### src/rtl/pipe_hazard_ctrl.sv
// Stall/flush sequencer for the 5-stage pipeline: register hazards at D, MDU busy tracking, stall counter.
// Latency: stall and enables are combinational in the same cycle; md_busy is registered (starts the cycle after issue).
// Backpressure: a stall freezes PC and F/D and inserts a bubble into D/E; E and M always advance.
module pipe_hazard_ctrl #(
    parameter int MULT_LAT = 5,
    parameter int DIV_LAT  = 10,
    parameter int CNT_W    = 16
) (
    input  logic             clk,
    input  logic             reset,
    input  logic [4:0]       D_rs,
    input  logic [4:0]       D_rt,
    input  logic [1:0]       D_tuse_rs,
    input  logic [1:0]       D_tuse_rt,
    input  logic             D_md_use,
    input  logic [4:0]       E_wreg,
    input  logic [1:0]       E_tnew,
    input  logic [4:0]       M_wreg,
    input  logic [1:0]       M_tnew,
    input  logic             E_md_start,
    input  logic             E_md_is_div,
    output logic             F_en,
    output logic             FD_en,
    output logic             DE_en,
    output logic             DE_refresh,
    output logic             EM_en,
    output logic             EM_refresh,
    output logic             md_busy,
    output logic             stall,
    output logic [CNT_W-1:0] stall_cnt
);

    localparam int MAX_LAT = (DIV_LAT > MULT_LAT) ? DIV_LAT : MULT_LAT;
    localparam int BC_W    = $clog2(MAX_LAT + 1);

    // Encoding is fixed so the state can be observed as a plain 2-bit value.
    typedef enum logic [1:0] {
        IDLE     = 2'd0,
        MUL_BUSY = 2'd1,
        DIV_BUSY = 2'd2
    } md_state_e;

    md_state_e        state_q, state_d;
    logic [BC_W-1:0]  busy_cnt_q, busy_cnt_d;
    logic [CNT_W-1:0] stall_cnt_q, stall_cnt_d;

    logic rs_hazard, rt_hazard, md_hazard;

    // A source register is a hazard only if it is live (non-zero, used) and the
    // producer in E or M cannot deliver it in time to be forwarded.
    always_comb begin
        rs_hazard = (D_rs != 5'd0) && (D_tuse_rs != 2'd3) &&
                    (((E_wreg == D_rs) && (E_tnew > D_tuse_rs)) ||
                     ((M_wreg == D_rs) && (M_tnew > D_tuse_rs)));
        rt_hazard = (D_rt != 5'd0) && (D_tuse_rt != 2'd3) &&
                    (((E_wreg == D_rt) && (E_tnew > D_tuse_rt)) ||
                     ((M_wreg == D_rt) && (M_tnew > D_tuse_rt)));
        md_hazard = D_md_use && (E_md_start || md_busy);
        stall     = rs_hazard || rt_hazard || md_hazard;
    end

    // Pipeline register controls: hold front end and bubble D/E on a stall.
    always_comb begin
        F_en       = !stall;
        FD_en      = !stall;
        DE_en      = 1'b1;
        DE_refresh = stall;
        EM_en      = 1'b1;
        EM_refresh = 1'b0;
    end

    assign md_busy   = (state_q != IDLE);
    assign stall_cnt = stall_cnt_q;

    // MDU busy scheduler: a new start always reloads (latest request wins);
    // otherwise count down and go idle after the last busy cycle.
    always_comb begin
        state_d    = state_q;
        busy_cnt_d = busy_cnt_q;
        if (E_md_start) begin
            state_d    = E_md_is_div ? DIV_BUSY : MUL_BUSY;
            busy_cnt_d = E_md_is_div ? BC_W'(DIV_LAT) : BC_W'(MULT_LAT);
        end else if (state_q != IDLE) begin
            if (busy_cnt_q == BC_W'(1)) begin
                state_d    = IDLE;
                busy_cnt_d = '0;
            end else begin
                busy_cnt_d = busy_cnt_q - BC_W'(1);
            end
        end
    end

    // Stall performance counter, saturating at all-ones.
    always_comb begin
        stall_cnt_d = stall_cnt_q;
        if (stall && !(&stall_cnt_q)) begin
            stall_cnt_d = stall_cnt_q + CNT_W'(1);
        end
    end

    // State registers; reset overrides any start request or stall in the same cycle.
    always_ff @(posedge clk) begin
        if (reset) begin
            state_q     <= IDLE;
            busy_cnt_q  <= '0;
            stall_cnt_q <= '0;
        end else begin
            state_q     <= state_d;
            busy_cnt_q  <= busy_cnt_d;
            stall_cnt_q <= stall_cnt_d;
        end
    end

endmodule

### config.mk
export PLATFORM = sky130hd
export DESIGN_NAME = pipe_hazard_ctrl
export DESIGN_NICKNAME = d
export VERILOG_FILES = /design/src/rtl/pipe_hazard_ctrl.sv
export SDC_FILE = /design/constraint.sdc
export NUM_CORES = 1
export LEC_CHECK = 0
export BUFFER_PORTS_ARGS = -buffer_cell sky130_fd_sc_hd__buf_2
export CAP_MARGIN = 20
export CORE_ASPECT_RATIO = 1.25
export CORE_MARGIN = 2
export CORE_UTILIZATION = 45
export DETAILED_ROUTE_END_ITERATION = 8
export GPL_ROUTABILITY_DRIVEN = 0
export HOLD_SLACK_MARGIN = 0.06
export PLACE_DENSITY = 0.73
export SYNTH_ARGS = -nofsm -noshare
export SYNTH_HDL_FRONTEND = slang
export SYNTH_SLANG_ARGS = --single-unit
### constraint.sdc
create_clock -name clk -period 2.3 [get_ports clk]
set_clock_uncertainty 0.05 [all_clocks]
set_input_delay 0.115 -clock clk [delete_from_list [all_inputs] [get_ports clk]]
set_output_delay 0.115 -clock clk [all_outputs]
set_load 0.005 [all_outputs]
== Word level (Yosys, flattened, before mapping) ==
Cells that the tools add are included.

* Flip-flop bits (word level): 22
* Input bits: 33
* Word-level logic and storage cells: 48

* Add/subtract/negate cells: 2
* $lt $le $gt $ge: 4
* Equal/unequal tests: 7
* Mux-type cells: 8
* Reduce and logical (&&, ||, !) cells: 24

{| class="wikitable"
|+ Operators by type and width
! kind !! number
|-
| == test 5 bit || 4
|-
| adder 16 x 1 -> 16 bit (second input constant) || 1
|-
| 2-to-1 mux 4 bit || 4
|-
| AND reduction 16 bit || 1
|-
| logical AND 1 bit || 10
|-
| nonzero test 5 bit || 2
|-
| greater-than comparator 2 bit || 4
|-
| 2-to-1 mux 2 bit || 4
|-
| nonzero test 2 bit || 3
|-
| logical OR 1 bit || 5
|-
| == test 4 x 1 -> 1 bit (second input constant) || 1
|-
| inequality test 2 bit (second input constant) || 2
|-
| subtractor 4 x 1 -> 4 bit (second input constant) || 1
|-
| logical NOT 1 bit || 2
|-
| AND reduction 2 bit || 1
|}

== Longest topological paths before layout ==
Gate-level depths: netlist of the first run.

* Depth in word-level cells: 7
* Mapped depth: 10
* Mapped depth without buffers: 9

== Worst setup path before layout of the first run ==
Ideal clock, no wire load.

* Path kind: reg2reg
* From: register stall_cnt_q[0], in the netlist stall_cnt[0]
* To: register stall_cnt_q[4], in the netlist stall_cnt[4]
* Library setup time: 0.121 ns
* Arrival time: 1.884 ns
* Required time: 2.129 ns
* Setup slack: 0.245 ns
* Stages on the path, launching flop included: 8
* Period minus slack after synthesis: 2.055 ns
* Path through: dfxtp_1 > ha_1 > and3_1 > clkbuf_1 > and4_1 > a311oi_2 > and3_1 > mux2_4

* Word-level cells in the longest chain between the ends: 3
* Elaborated cells between the ends (all ways): 4
* Those cells by class: add/sub (1); reduce/logical (3)

{| class="wikitable"
|+ Ends and longest elaborated chain
! what !! line !! text
|-
| start: declaration || 45 || <nowiki>logic [CNT_W-1:0] stall_cnt_q, stall_cnt_d;</nowiki>
|-
| start signal: assignment || 110 || <nowiki>stall_cnt_q <= stall_cnt_d;</nowiki>
|-
| branches (longest 3 deep; another with adder 16 x 1 -> 16 bit) || - ||
|}

Several ways; the timed one is not identified.
A chain may end at the register's enable or synchronous reset.

== Worst setup path in the final report of the first run ==
* From: register stall_cnt_q[8], in the netlist stall_cnt[8]
* To: register stall_cnt_q[8], in the netlist stall_cnt[8]

The elaborated chain is that of the path after synthesis.

==> reports/summary.txt, run 1 <==
Boundary Pins: 57
drt total wl: 3730 um
fraction of power spent switching nets: 0.281
fill count: 344
largest buffer count on any clock path: 2
headroom to the max-slew limit: 0.612
post-route fraction of the period consumed by the critical path: 0.942
instance count of the mapped netlist: 201
Final Max Slew Viols: 0
RSZ-0062 raised after global routing: false
placeable core region: 3540 sq um
vias in the first global route: 1421
number of placement rows: 24
number of antenna repair diodes: 0
Period minus WS final: 2.17 ns
Post-synth ARST share: 0
leakage component of the power: 0.000962 uW
Highest Clock Rate: 462 MHz
number of library cell types mapped by synthesis: 45
maximum fanout along the worst path: 17
finished layout cell area: 2040 sq um
Primary FF master, synth: sky130_fd_sc_hd__dfxtp_1
Detail Route Antenna Nets: 0
Post-Route Hold Slack: 0.127 ns
TritonCTS Buffers: 3
post-DR wirelength/cell: 12.8 um
violations in the final reports: DRC
crit path kind: reg2reg
mean number of vias per cell: 5.32
final layout net count: 297
fraction of power consumed by the clock network: 0.306
number of vias in the routed layout: 1549
startpoint class of the critical path: flop
design internal power: 643 uW
post-synthesis cell area: 1690 sq um
pin count of the biggest net entering global routing: 34
share of total power in sequential cells: 0.451
combined flip-flop and latch cell area: 440 sq um
area enclosed by the die boundary: 4260 sq um
number of antenna violations at the first check in global routing: 0
commonest cells in the synthesized netlist: sky130_fd_sc_hd__dfxtp_1, sky130_fd_sc_hd__nor2_1, sky130_fd_sc_hd__inv_1
Seq cells post-synth: 22
height of the die: 72.5 um
Yosys top cell area share: 0.261
drt first-iter violations: 47
number of H-tree branching levels: 1
average instance area after synthesis: 8.40 sq um
Final Setup Violations: 0
post-CTS resize count: 0
data arrival time of the critical path: 2.26 ns
grt total ovfl: 0
HPWL after detailed placement: 2970 um
setup slack after placement: -0.0116 ns
max_cap viols: 0
net switching power: 251 uW
Seq/Total Area, Yosys: 0.261
Gate power share: 0.243
count of hold buffers inserted by post-cts repair: 0
residual DRC count: 3
dominant cells by area after synthesis: sky130_fd_sc_hd__dfxtp_1, sky130_fd_sc_hd__ha_1, sky130_fd_sc_hd__xnor2_1
Reg clk slew, reported paths: 0.08 ns
nature of the critical path endpoint: flop
largest area contributor in the netlist: sky130_fd_sc_hd__dfxtp_1
area of the multi-input gates: 1120 sq um
overall fraction of global-route tracks in use: 0.182
CTS tree: yes
final number of hold-violating endpoints: 0
clk root buf: sky130_fd_sc_hd__clkbuf_8
final worst-path setup slack: 0.134 ns
share of cells above drive strength 1: 0.313
source-to-sink clock delay at the later pin of the worst-skew pair: 0.26 ns
measured slew at the worst slew-check pin: 0.583 ns
port buffer count: 53
highest ir drop seen on vdd: 0.254 mV
Final Core Density: 0.575
Critical Path RT: 2.40 ns
number of synthesized flops with an enable pin: 0
Synth warnings: 0
effective utilization at floorplan: 0.477
Placement Cell Area: 1980 sq um
post-layout power: 895 uW
chip width: 58.8 um
CTS Sinks: 22
result of the run: complete, but fails checks
area added between synthesis and finish: 20.5%
first-pass detailed-route iteration total: 6
setup bufs post-CTS: 0
cell area power density: 439 nW/um^2
wire length of the first global-routing pass: 6000 um
Hold WC Path Type: in2reg
[layer usage]
layer  vias to the layer above  share of wire  routed length, um  GRT usage
met5                         -              0                  0          0
met4                         0          0.022                 82     0.0833
met3                         6          0.058                216     0.0321
met2                        54           0.50               1880      0.311
met1                       689           0.42               1550      0.219
li1                        800              -                  -          -
[cell usage in the layout, fill, tap and decap left out, types with 3 or more instances in the layout]
master,count
sky130_fd_sc_hd__xor2_1,8
sky130_fd_sc_hd__nor4_2,3
sky130_fd_sc_hd__clkbuf_8,4
sky130_fd_sc_hd__dfxtp_1,22
sky130_fd_sc_hd__mux2_1,5
sky130_fd_sc_hd__conb_1,3
sky130_fd_sc_hd__inv_1,16
sky130_fd_sc_hd__buf_4,3
sky130_fd_sc_hd__nand4_1,11
sky130_fd_sc_hd__nand3_1,5
sky130_fd_sc_hd__buf_2,53
sky130_fd_sc_hd__ha_1,11
sky130_fd_sc_hd__a21oi_1,12
sky130_fd_sc_hd__nor2_1,22
sky130_fd_sc_hd__nand2_1,10
sky130_fd_sc_hd__and3_1,6
sky130_fd_sc_hd__and4_1,3
sky130_fd_sc_hd__nor2b_1,8
sky130_fd_sc_hd__xnor2_1,14
[per-stage QoR]
stage	cells	setup TNS (ns)
after global routing	291	0
after global placement	287	0
final	291	0
after CTS	291	0
after detailed placement	287	-0.0116
after floorplan	202	0
[registers in the layout, summed over array words and instances, names as in the netlist]
register    flops
busy_cnt_q      4
state_q         2
stall_cnt      16
[worst max-delay path, cell delays in order (launching register included)]
cell	delay (ns)
sky130_fd_sc_hd__dfxtp_1	0.35
sky130_fd_sc_hd__and4_1	0.23
sky130_fd_sc_hd__and4_1	0.22
sky130_fd_sc_hd__and2_4	0.17
sky130_fd_sc_hd__and4_1	0.23
sky130_fd_sc_hd__a31oi_4	0.17
sky130_fd_sc_hd__buf_12	0.16
sky130_fd_sc_hd__nand4_1	0.11
sky130_fd_sc_hd__mux2_1	0.34
[path summary, 6_finish.rpt]
check	startpoint	to	slack, ns	cells past startpoint
worst max-delay path	stall_cnt[8]$_SDFFE_PP0P_	stall_cnt[8]$_SDFFE_PP0P_	0.13	8
worst min-delay path	E_md_is_div	state_q[1]$_SDFFE_PP0P_	0.13	3
worst min register to register	state_q[1]$_SDFFE_PP0P_	state_q[1]$_SDFFE_PP0P_	0.41	2
worst max register to register	stall_cnt[8]$_SDFFE_PP0P_	stall_cnt[8]$_SDFFE_PP0P_	0.13	8
[kinds of logic after synthesis]
kind of cell | Yosys count | share of synthesized area
XOR/XNOR | 22 | 0.114
AO/OA/AOI/OAI | 30 | 0.144
buffers and inverters | 27 | 0.0763
multiplexers | 9 | 0.0615
AND/OR/NAND/NOR | 78 | 0.257
other | 2 | 0.00445
flip-flops | 22 | 0.261
adder cells (fa/ha/maj) | 11 | 0.0815
[power by group through the flow]
stage                     sequential [uW]  clock, uW  combinational [uW]
after detailed placement              412          0                 218
after global routing                  406        292                 246
final                                 403        274                 218
after floorplan                       411          0                 141
after CTS                             403        282                 219
after global placement                412          0                 214
[final cells by class]
class,instances,share of cell area
multi-input cells,153,0.552
inverters,16,0.0295
well taps,39,0.0240
repair buffers,57,0.151
clock buffers,4,0.0270
flip-flops and latches,22,0.216
Note: power is estimated with default switching activity, not from simulation.
==> run 2, diff against run 1 <==
--- a/config.mk
+++ b/config.mk
@@ -7,13 +7,15 @@
 export LEC_CHECK = 0
 export BUFFER_PORTS_ARGS = -buffer_cell sky130_fd_sc_hd__buf_2
 export CAP_MARGIN = 20
+export CELL_PAD_IN_SITES_DETAIL_PLACEMENT = 1
+export CELL_PAD_IN_SITES_GLOBAL_PLACEMENT = 1
 export CORE_ASPECT_RATIO = 1.25
 export CORE_MARGIN = 2
-export CORE_UTILIZATION = 45
+export CORE_UTILIZATION = 36
 export DETAILED_ROUTE_END_ITERATION = 8
 export GPL_ROUTABILITY_DRIVEN = 0
 export HOLD_SLACK_MARGIN = 0.06
-export PLACE_DENSITY = 0.73
+export PLACE_DENSITY_LB_ADDON = 0.1
 export SYNTH_ARGS = -nofsm -noshare
 export SYNTH_HDL_FRONTEND = slang
 export SYNTH_SLANG_ARGS = --single-unit
==> constraint.sdc (replaced) <==
create_clock -name clk -period 2 [get_ports clk]
set_clock_uncertainty 0.05 [all_clocks]
set_input_delay 0.1 -clock clk [delete_from_list [all_inputs] [get_ports clk]]
set_output_delay 0.1 -clock clk [all_outputs]
set_load 0.005 [all_outputs]
==> run 2 against run 1 <==
Effect of this change:
- the run now ends clean
- clock-buffer cell count shrank 1
- critical path depth stayed put
- fmax is 9.5% higher
==> reports/summary.txt, run 2 (synthesized netlist as in run 1, its figures left out) <==
HPWL after detailed placement: 3660 um (+23%)
highest ir drop seen on vdd: 0.246 mV (-3.0%)
result of the run: finished clean
final layout net count: 314 (+5.7%)
Final Max Slew Viols: 0 (unchanged)
overall fraction of global-route tracks in use: 0.179 (-0.00332)
R2R Setup Slk: 0.02 ns (-0.11 ns)
number of antenna violations at the first check in global routing: 0 (unchanged)
largest buffer count on any clock path: 2 (unchanged)
TritonCTS Buffers: 3 (unchanged)
number of placement rows: 27 (+13%)
cell area power density: 519 nW/um^2 (+18%)
startpoint class of the critical path: flop
Period minus WS final: 1.98 ns (-0.187 ns)
number of H-tree branching levels: 1 (unchanged)
most frequent cell on the critical path: sky130_fd_sc_hd__and4_4
number of vias in the routed layout: 1675 (+8.1%)
Final Setup Violations: 0 (unchanged)
Placement Cell Area: 2120 sq um (+7.1%)
most common cell after layout, fill and taps aside: sky130_fd_sc_hd__buf_2
share of cells above drive strength 1: 0.409 (+0.0954)
Reg-to-Reg End: stall_cnt[10]$_SDFFE_PP0P_
CTS Sinks: 22 (unchanged)
Hold WC Path Type: in2reg
fill count: 574 (+67%)
drt total wl: 4560 um (+22%)
finished layout cell area: 2290 sq um (+12%)
RSZ-0062 raised after global routing: true
wire length of the first global-routing pass: 7530 um (+26%)
measured slew at the worst slew-check pin: 0.606 ns (+0.0232 ns)
Boundary Pins: 57 (unchanged)
data arrival time of the critical path: 2.09 ns (-0.17 ns)
count of hold buffers inserted by post-cts repair: 0 (unchanged)
post-DR wirelength/cell: 13.9 um (+8.7%)
Critical Path RT: 2.11 ns (-0.29 ns)
worst setup path start: stall_cnt[7]$_SDFFE_PP0P_
CTS tree: yes
Post-Route Hold Slack: 0.115 ns (-0.0120 ns)
maximum fanout along the worst path: 7 (-10)
top library cells by usage in the layout, fill and taps aside: sky130_fd_sc_hd__buf_2, sky130_fd_sc_hd__nor2_1, sky130_fd_sc_hd__dfxtp_1, sky130_fd_sc_hd__buf_4
vias in the first global route: 1687 (+19%)
CP peak stage delay: 0.35 ns (about the same)
chip width: 65.3 um (+11%)
Hold Crit Endpoint: state_q[1]$_SDFFE_PP0P_
post-layout power: 1190 uW (+33%)
drt first-iter violations: 71 (+51%)
cell at the slowest stage of the critical path: sky130_fd_sc_hd__dfxtp_1
port buffer count: 53 (unchanged)
# placed instances: 321 (+12%)
launch point of the worst hold path: E_md_is_div
Detail Route Antenna Nets: 0 (unchanged)
effective utilization at floorplan: 0.379 (-0.0979)
pin count of the biggest net entering global routing: 34 (unchanged)
mean number of vias per cell: 5.12 (-3.8%)
Highest Clock Rate: 505 MHz (+9.5%)
Worst Hold Depth: 3 (unchanged)
max_cap viols: 0 (unchanged)
final number of hold-violating endpoints: 0 (unchanged)
leakage component of the power: 0.00108 uW (+12%)
first-pass detailed-route iteration total: 4 (-2)
placeable core region: 4460 sq um (+26%)
critical path, cell by cell: and4_4 > and4_4 > and2_4 > and4_4 > a31oi_4 > clkbuf_16 > nand3_1 > mux2_2
headroom to the max-slew limit: 0.596 (-0.0155)
area added between synthesis and finish: 35.5%
Reg clk slew, reported paths: 0.09 ns (about the same)
grt total ovfl: 0 (unchanged)
source-to-sink clock delay at the later pin of the worst-skew pair: 0.27 ns (about the same)
area enclosed by the die boundary: 5260 sq um (+23%)
max reg flops: 16 (unchanged)
non-filler instance count after layout: 327 (+12%)
nature of the critical path endpoint: flop
height of the die: 80.6 um (+11%)
Final Core Density: 0.513 (-0.0613)
post-route fraction of the period consumed by the critical path: 0.989 (+0.0477)
R2R Path Start: stall_cnt[7]$_SDFFE_PP0P_
depth of the worst register-to-register path: 8 (unchanged)
residual DRC count: 0 (-3)
clk root buf: sky130_fd_sc_hd__clkbuf_8
number of antenna repair diodes: 0 (unchanged)
crit path kind: reg2reg
==> run 2: worst max path at each step <==
stage                                 endpoint  slack (ns)  cells after the start
floorplan            stall_cnt[4]$_SDFFE_PP0P_        0.01                      7
global placement     stall_cnt[4]$_SDFFE_PP0P_       -0.19                     10
detailed placement   stall_cnt[4]$_SDFFE_PP0P_       -0.28                     10
CTS                  stall_cnt[4]$_SDFFE_PP0P_       0.005                     10
global route         stall_cnt[9]$_SDFFE_PP0P_       -0.07                     12
finish              stall_cnt[10]$_SDFFE_PP0P_        0.02                      8
==> run 2: through the flow <==
| stage | worst slack (ns) | setup TNS (ns) |
|---|---|---|
| 2_1_floorplan | 0.0115 | 0 |
| 3_3_place_gp | -0.185 | -1.80 |
| 3_5_place_dp | -0.281 | -3.01 |
| 4_1_cts | 0.00536 | 0 |
| 5_1_grt | -0.0660 | -0.353 |
| 6_report | 0.0215 | 0 |
==> run 2: layer usage <==
layer  track usage  routed length [um]  vias up
li1              -                   -      831
met1         0.223                2030      796
met2         0.329                2300       44
met3        0.0224                 179        4
met4        0.0313                  46        0
met5             0                   0        -
==> run 2: what timing repair did <==
action                     4_1_cts  5_1_grt
resized for setup                0       15
buffers inserted                 0        1
cloned                           0        1
setup endpoints to repair        1       14
pin swaps                        2       13
==> run 2: layout make-up <==
cell class / instances / area [sq um] / share of cell area
multi-input combinational: 153 / 1180 / 0.514
timing repair buffer: 74 / 463 / 0.202
sequential: 22 / 443 / 0.194
tap: 58 / 72.6 / 0.0317
inverter: 16 / 62.6 / 0.0273
clock buffer: 3 / 41.3 / 0.0180
clock inverter: 1 / 30.0 / 0.0131
==> run 2: power breakdown <==
group	switching, uW	total [uW]	internal [uW]
sequential	8.40	460	452
combinational	160	307	147
clock	153	421	267
total	321	1190	866
==> run 2: worst max-delay path: cells and delay by family (launching register included) <==
kind / cells / cell delay [ns]
simple gates: 5 / 0.89
compound gates: 1 / 0.06
flops: 1 / 0.35
buf+inv: 1 / 0.19
mux: 1 / 0.33
==> run 3, diff against run 2 <==
--- a/config.mk
+++ b/config.mk
@@ -5,6 +5,7 @@
 export SDC_FILE = /design/constraint.sdc
 export NUM_CORES = 1
 export LEC_CHECK = 0
+export ABC_CLOCK_PERIOD_IN_PS = 1900
 export BUFFER_PORTS_ARGS = -buffer_cell sky130_fd_sc_hd__buf_2
 export CAP_MARGIN = 20
 export CELL_PAD_IN_SITES_DETAIL_PLACEMENT = 1
@@ -12,6 +13,7 @@
 export CORE_ASPECT_RATIO = 1.25
 export CORE_MARGIN = 2
 export CORE_UTILIZATION = 36
+export CTS_CLUSTER_DIAMETER = 30
 export DETAILED_ROUTE_END_ITERATION = 8
 export GPL_ROUTABILITY_DRIVEN = 0
 export HOLD_SLACK_MARGIN = 0.06
==> constraint.sdc (replaced) <==
create_clock -name clk -period 1.9 [get_ports clk]
set_clock_uncertainty 0.05 [all_clocks]
set_input_delay 0.095 -clock clk [delete_from_list [all_inputs] [get_ports clk]]
set_output_delay 0.095 -clock clk [all_outputs]
set_load 0.005 [all_outputs]
==> run 3 against run 2 <==
Effect of this change:
- the flow now finishes with violations (setup timing)
- flip-flop and latch count unchanged
- non-clock buffer count up 4
- die area is the same
- largest power group unchanged
==> reports/summary.txt, run 3 (synthesized netlist as in run 1, its figures left out) <==
RSZ-0062 raised after global routing: true
startpoint class of the critical path: flop
residual DRC count: 0 (unchanged)
first-pass detailed-route iteration total: 4 (unchanged)
Gate power share: 0.260 (+0.002)
placeable core region: 4460 sq um (unchanged)
R2R Path Start: stall_cnt[6]$_SDFFE_PP0P_
max_cap viols: 0 (unchanged)
share of cells above drive strength 1: 0.440 (+0.0306)
drt first-iter violations: 52 (-27%)
area added between synthesis and finish: 39.3%
net switching power: 346 uW (+7.7%)
final worst-path setup slack: -0.0632 ns (-0.0847 ns)
setup slack after placement: -0.295 ns (-0.0139 ns)
post-route fraction of the period consumed by the critical path: 1.03 (+0.0440)
top library cells by usage in the layout, fill and taps aside: sky130_fd_sc_hd__buf_2, sky130_fd_sc_hd__buf_4, sky130_fd_sc_hd__nor2_1, sky130_fd_sc_hd__dfxtp_1, sky130_fd_sc_hd__inv_1
Detail Route Antenna Nets: 0 (unchanged)
worst setup path start: stall_cnt[6]$_SDFFE_PP0P_
drt total wl: 4850 um (+6.3%)
fraction of power spent switching nets: 0.275 (+0.00442)
number of vias in the routed layout: 1698 (+1.4%)
Period minus WS final: 1.96 ns (-0.0153 ns)
result of the run: complete, but fails checks
Critical Path RT: 2.00 ns (-0.11 ns)
violations in the final reports: setup timing
fill count: 602 (+4.9%)
area enclosed by the die boundary: 5260 sq um (unchanged)
Reg clk slew, reported paths: 0.09 ns (about the same)
pin count of the biggest net entering global routing: 34 (unchanged)
depth of the worst register-to-register path: 8 (unchanged)
Total Neg Setup Slack: -0.321 ns (-0.321 ns)
headroom to the max-slew limit: 0.590 (-0.00615)
highest ir drop seen on vdd: 0.291 mV (+18%)
share of total power in sequential cells: 0.385 (-0.002)
Highest Clock Rate: 509 MHz (+0.78%)
largest buffer count on any clock path: 2 (unchanged)
effective utilization at floorplan: 0.379 (unchanged)
vias in the first global route: 1749 (+3.7%)
final number of hold-violating endpoints: 0 (unchanged)
port buffer count: 53 (unchanged)
Reg-to-Reg End: stall_cnt[8]$_SDFFE_PP0P_
most common cell after layout, fill and taps aside: sky130_fd_sc_hd__buf_2
chip width: 65.3 um (unchanged)
source-to-sink clock delay at the later pin of the worst-skew pair: 0.27 ns (about the same)
Boundary Pins: 57 (unchanged)
Post-Route Hold Slack: 0.107 ns (-0.00774 ns)
height of the die: 80.6 um (unchanged)
leakage component of the power: 0.00110 uW (+2.6%)
number of antenna violations at the first check in global routing: 0 (unchanged)
Final Core Density: 0.528 (+0.0146)
number of placement rows: 27 (unchanged)
cell area power density: 535 nW/um^2 (+3.1%)
wire length of the first global-routing pass: 7910 um (+5.0%)
TritonCTS Buffers: 3 (unchanged)
CTS tree: yes
data arrival time of the critical path: 2.06 ns (-0.03 ns)
area of the multi-input gates: 1200 sq um (+2.1%)
Final Setup Violations: 8 (+8)
R2R Setup Slk: -0.06 ns (-0.08 ns)
Hold WC Path Type: in2reg
number of antenna repair diodes: 0 (unchanged)
post-DR wirelength/cell: 14.6 um (+5.0%)
launch point of the worst hold path: E_md_is_div
design internal power: 913 uW (+5.4%)
maximum fanout along the worst path: 8 (+1)
combined flip-flop and latch cell area: 447 sq um (+0.85%)
grt total ovfl: 0 (unchanged)
CP endpoint: stall_cnt[8]$_SDFFE_PP0P_
number of H-tree branching levels: 1 (unchanged)
overall fraction of global-route tracks in use: 0.191 (+0.0119)
max reg flops: 16 (unchanged)
count of hold buffers inserted by post-cts repair: 0 (unchanged)
crit path kind: reg2reg
fraction of power consumed by the clock network: 0.355 (about the same)
Final Max Slew Viols: 0 (unchanged)
measured slew at the worst slew-check pin: 0.615 ns (+0.00922 ns)
HPWL after detailed placement: 3730 um (+1.8%)
nature of the critical path endpoint: flop
CTS Sinks: 22 (unchanged)
final layout net count: 318 (+1.3%)
clk root buf: sky130_fd_sc_hd__clkbuf_8
mean number of vias per cell: 5.13 (+0.15%)
[run 3: changes by cell type in the layout (fill, tap and decap cells not counted), moves of 2 or more]
cell / delta
sky130_fd_sc_hd__buf_4: +6
sky130_fd_sc_hd__buf_2: -3
sky130_fd_sc_hd__dfxtp_1: -3
sky130_fd_sc_hd__dfxtp_2: +3
sky130_fd_sc_hd__a21oi_1: -2
sky130_fd_sc_hd__a21oi_2: +2
sky130_fd_sc_hd__xnor2_1: -2
sky130_fd_sc_hd__xnor2_2: +2
[run 3: stage by stage]
stage | power [uW] | cell area (sq um) | instances
after floorplan | 669 | 1700 | 202
after global placement | 785 | 2140 | 323
after detailed placement | 793 | 2140 | 323
after CTS | 1270 | 2300 | 332
after global routing | 1320 | 2350 | 331
final | 1260 | 2350 | 331
[run 3: area by class of cell]
type	instances	share of cell area
clock buffers	3	0.0175
clock inverters	1	0.0128
inverters	16	0.0287
multi-input cells	153	0.510
flip-flops and latches	22	0.190
well taps	58	0.0308
repair buffers	78	0.210
[run 3: worst min-delay path by stage]
stage	endpoint	slack (ns)	depth (start not counted)
final	state_q[1]$_SDFFE_PP0P_	0.11	3
after global placement	state_q[1]$_SDFFE_PP0P_	0.39	2
after detailed placement	state_q[1]$_SDFFE_PP0P_	0.40	3
after floorplan	state_q[1]$_SDFFE_PP0P_	0.22	2
after global routing	state_q[1]$_SDFFE_PP0P_	0.11	3
after CTS	state_q[1]$_SDFFE_PP0P_	0.11	3
[run 3: layer usage]
| metal | track usage | vias up | wire, um |
|---|---|---|---|
| met5 | 0 | - | 0 |
| met4 | 0.0479 | 0 | 102 |
| met3 | 0.0266 | 10 | 145 |
| met2 | 0.387 | 39 | 2670 |
| met1 | 0.201 | 809 | 1930 |
| li1 | - | 840 | - |
[run 3: what timing repair did]
| item | CTS | global route |
|---|---|---|
| gates cloned | 1 | 0 |
| buffers inserted | 4 | 1 |
| gates resized for setup | 10 | 19 |
| hold endpoints to repair | 0 | 0 |
| setup endpoints to repair | 13 | 19 |
| pin swaps | 10 | 11 |
[run 3: power groups by stage]
stage / Clock [uW] / Sequential [uW] / Combinational (uW)
finish: 447 / 485 / 327
detailed placement: 0 / 496 / 297
global placement: 0 / 496 / 289
floorplan: 0 / 498 / 171
CTS: 455 / 485 / 325
global route: 470 / 487 / 365
[run 3: critical path, cell delays in order, from the launching register on]
cell                      delay, ns
sky130_fd_sc_hd__dfxtp_2       0.34
sky130_fd_sc_hd__and4_4        0.24
sky130_fd_sc_hd__and4_1        0.19
sky130_fd_sc_hd__and2_4        0.16
sky130_fd_sc_hd__and4_4        0.25
sky130_fd_sc_hd__a31oi_4       0.05
sky130_fd_sc_hd__buf_12        0.17
sky130_fd_sc_hd__nand4_1       0.09
sky130_fd_sc_hd__mux2_1        0.31
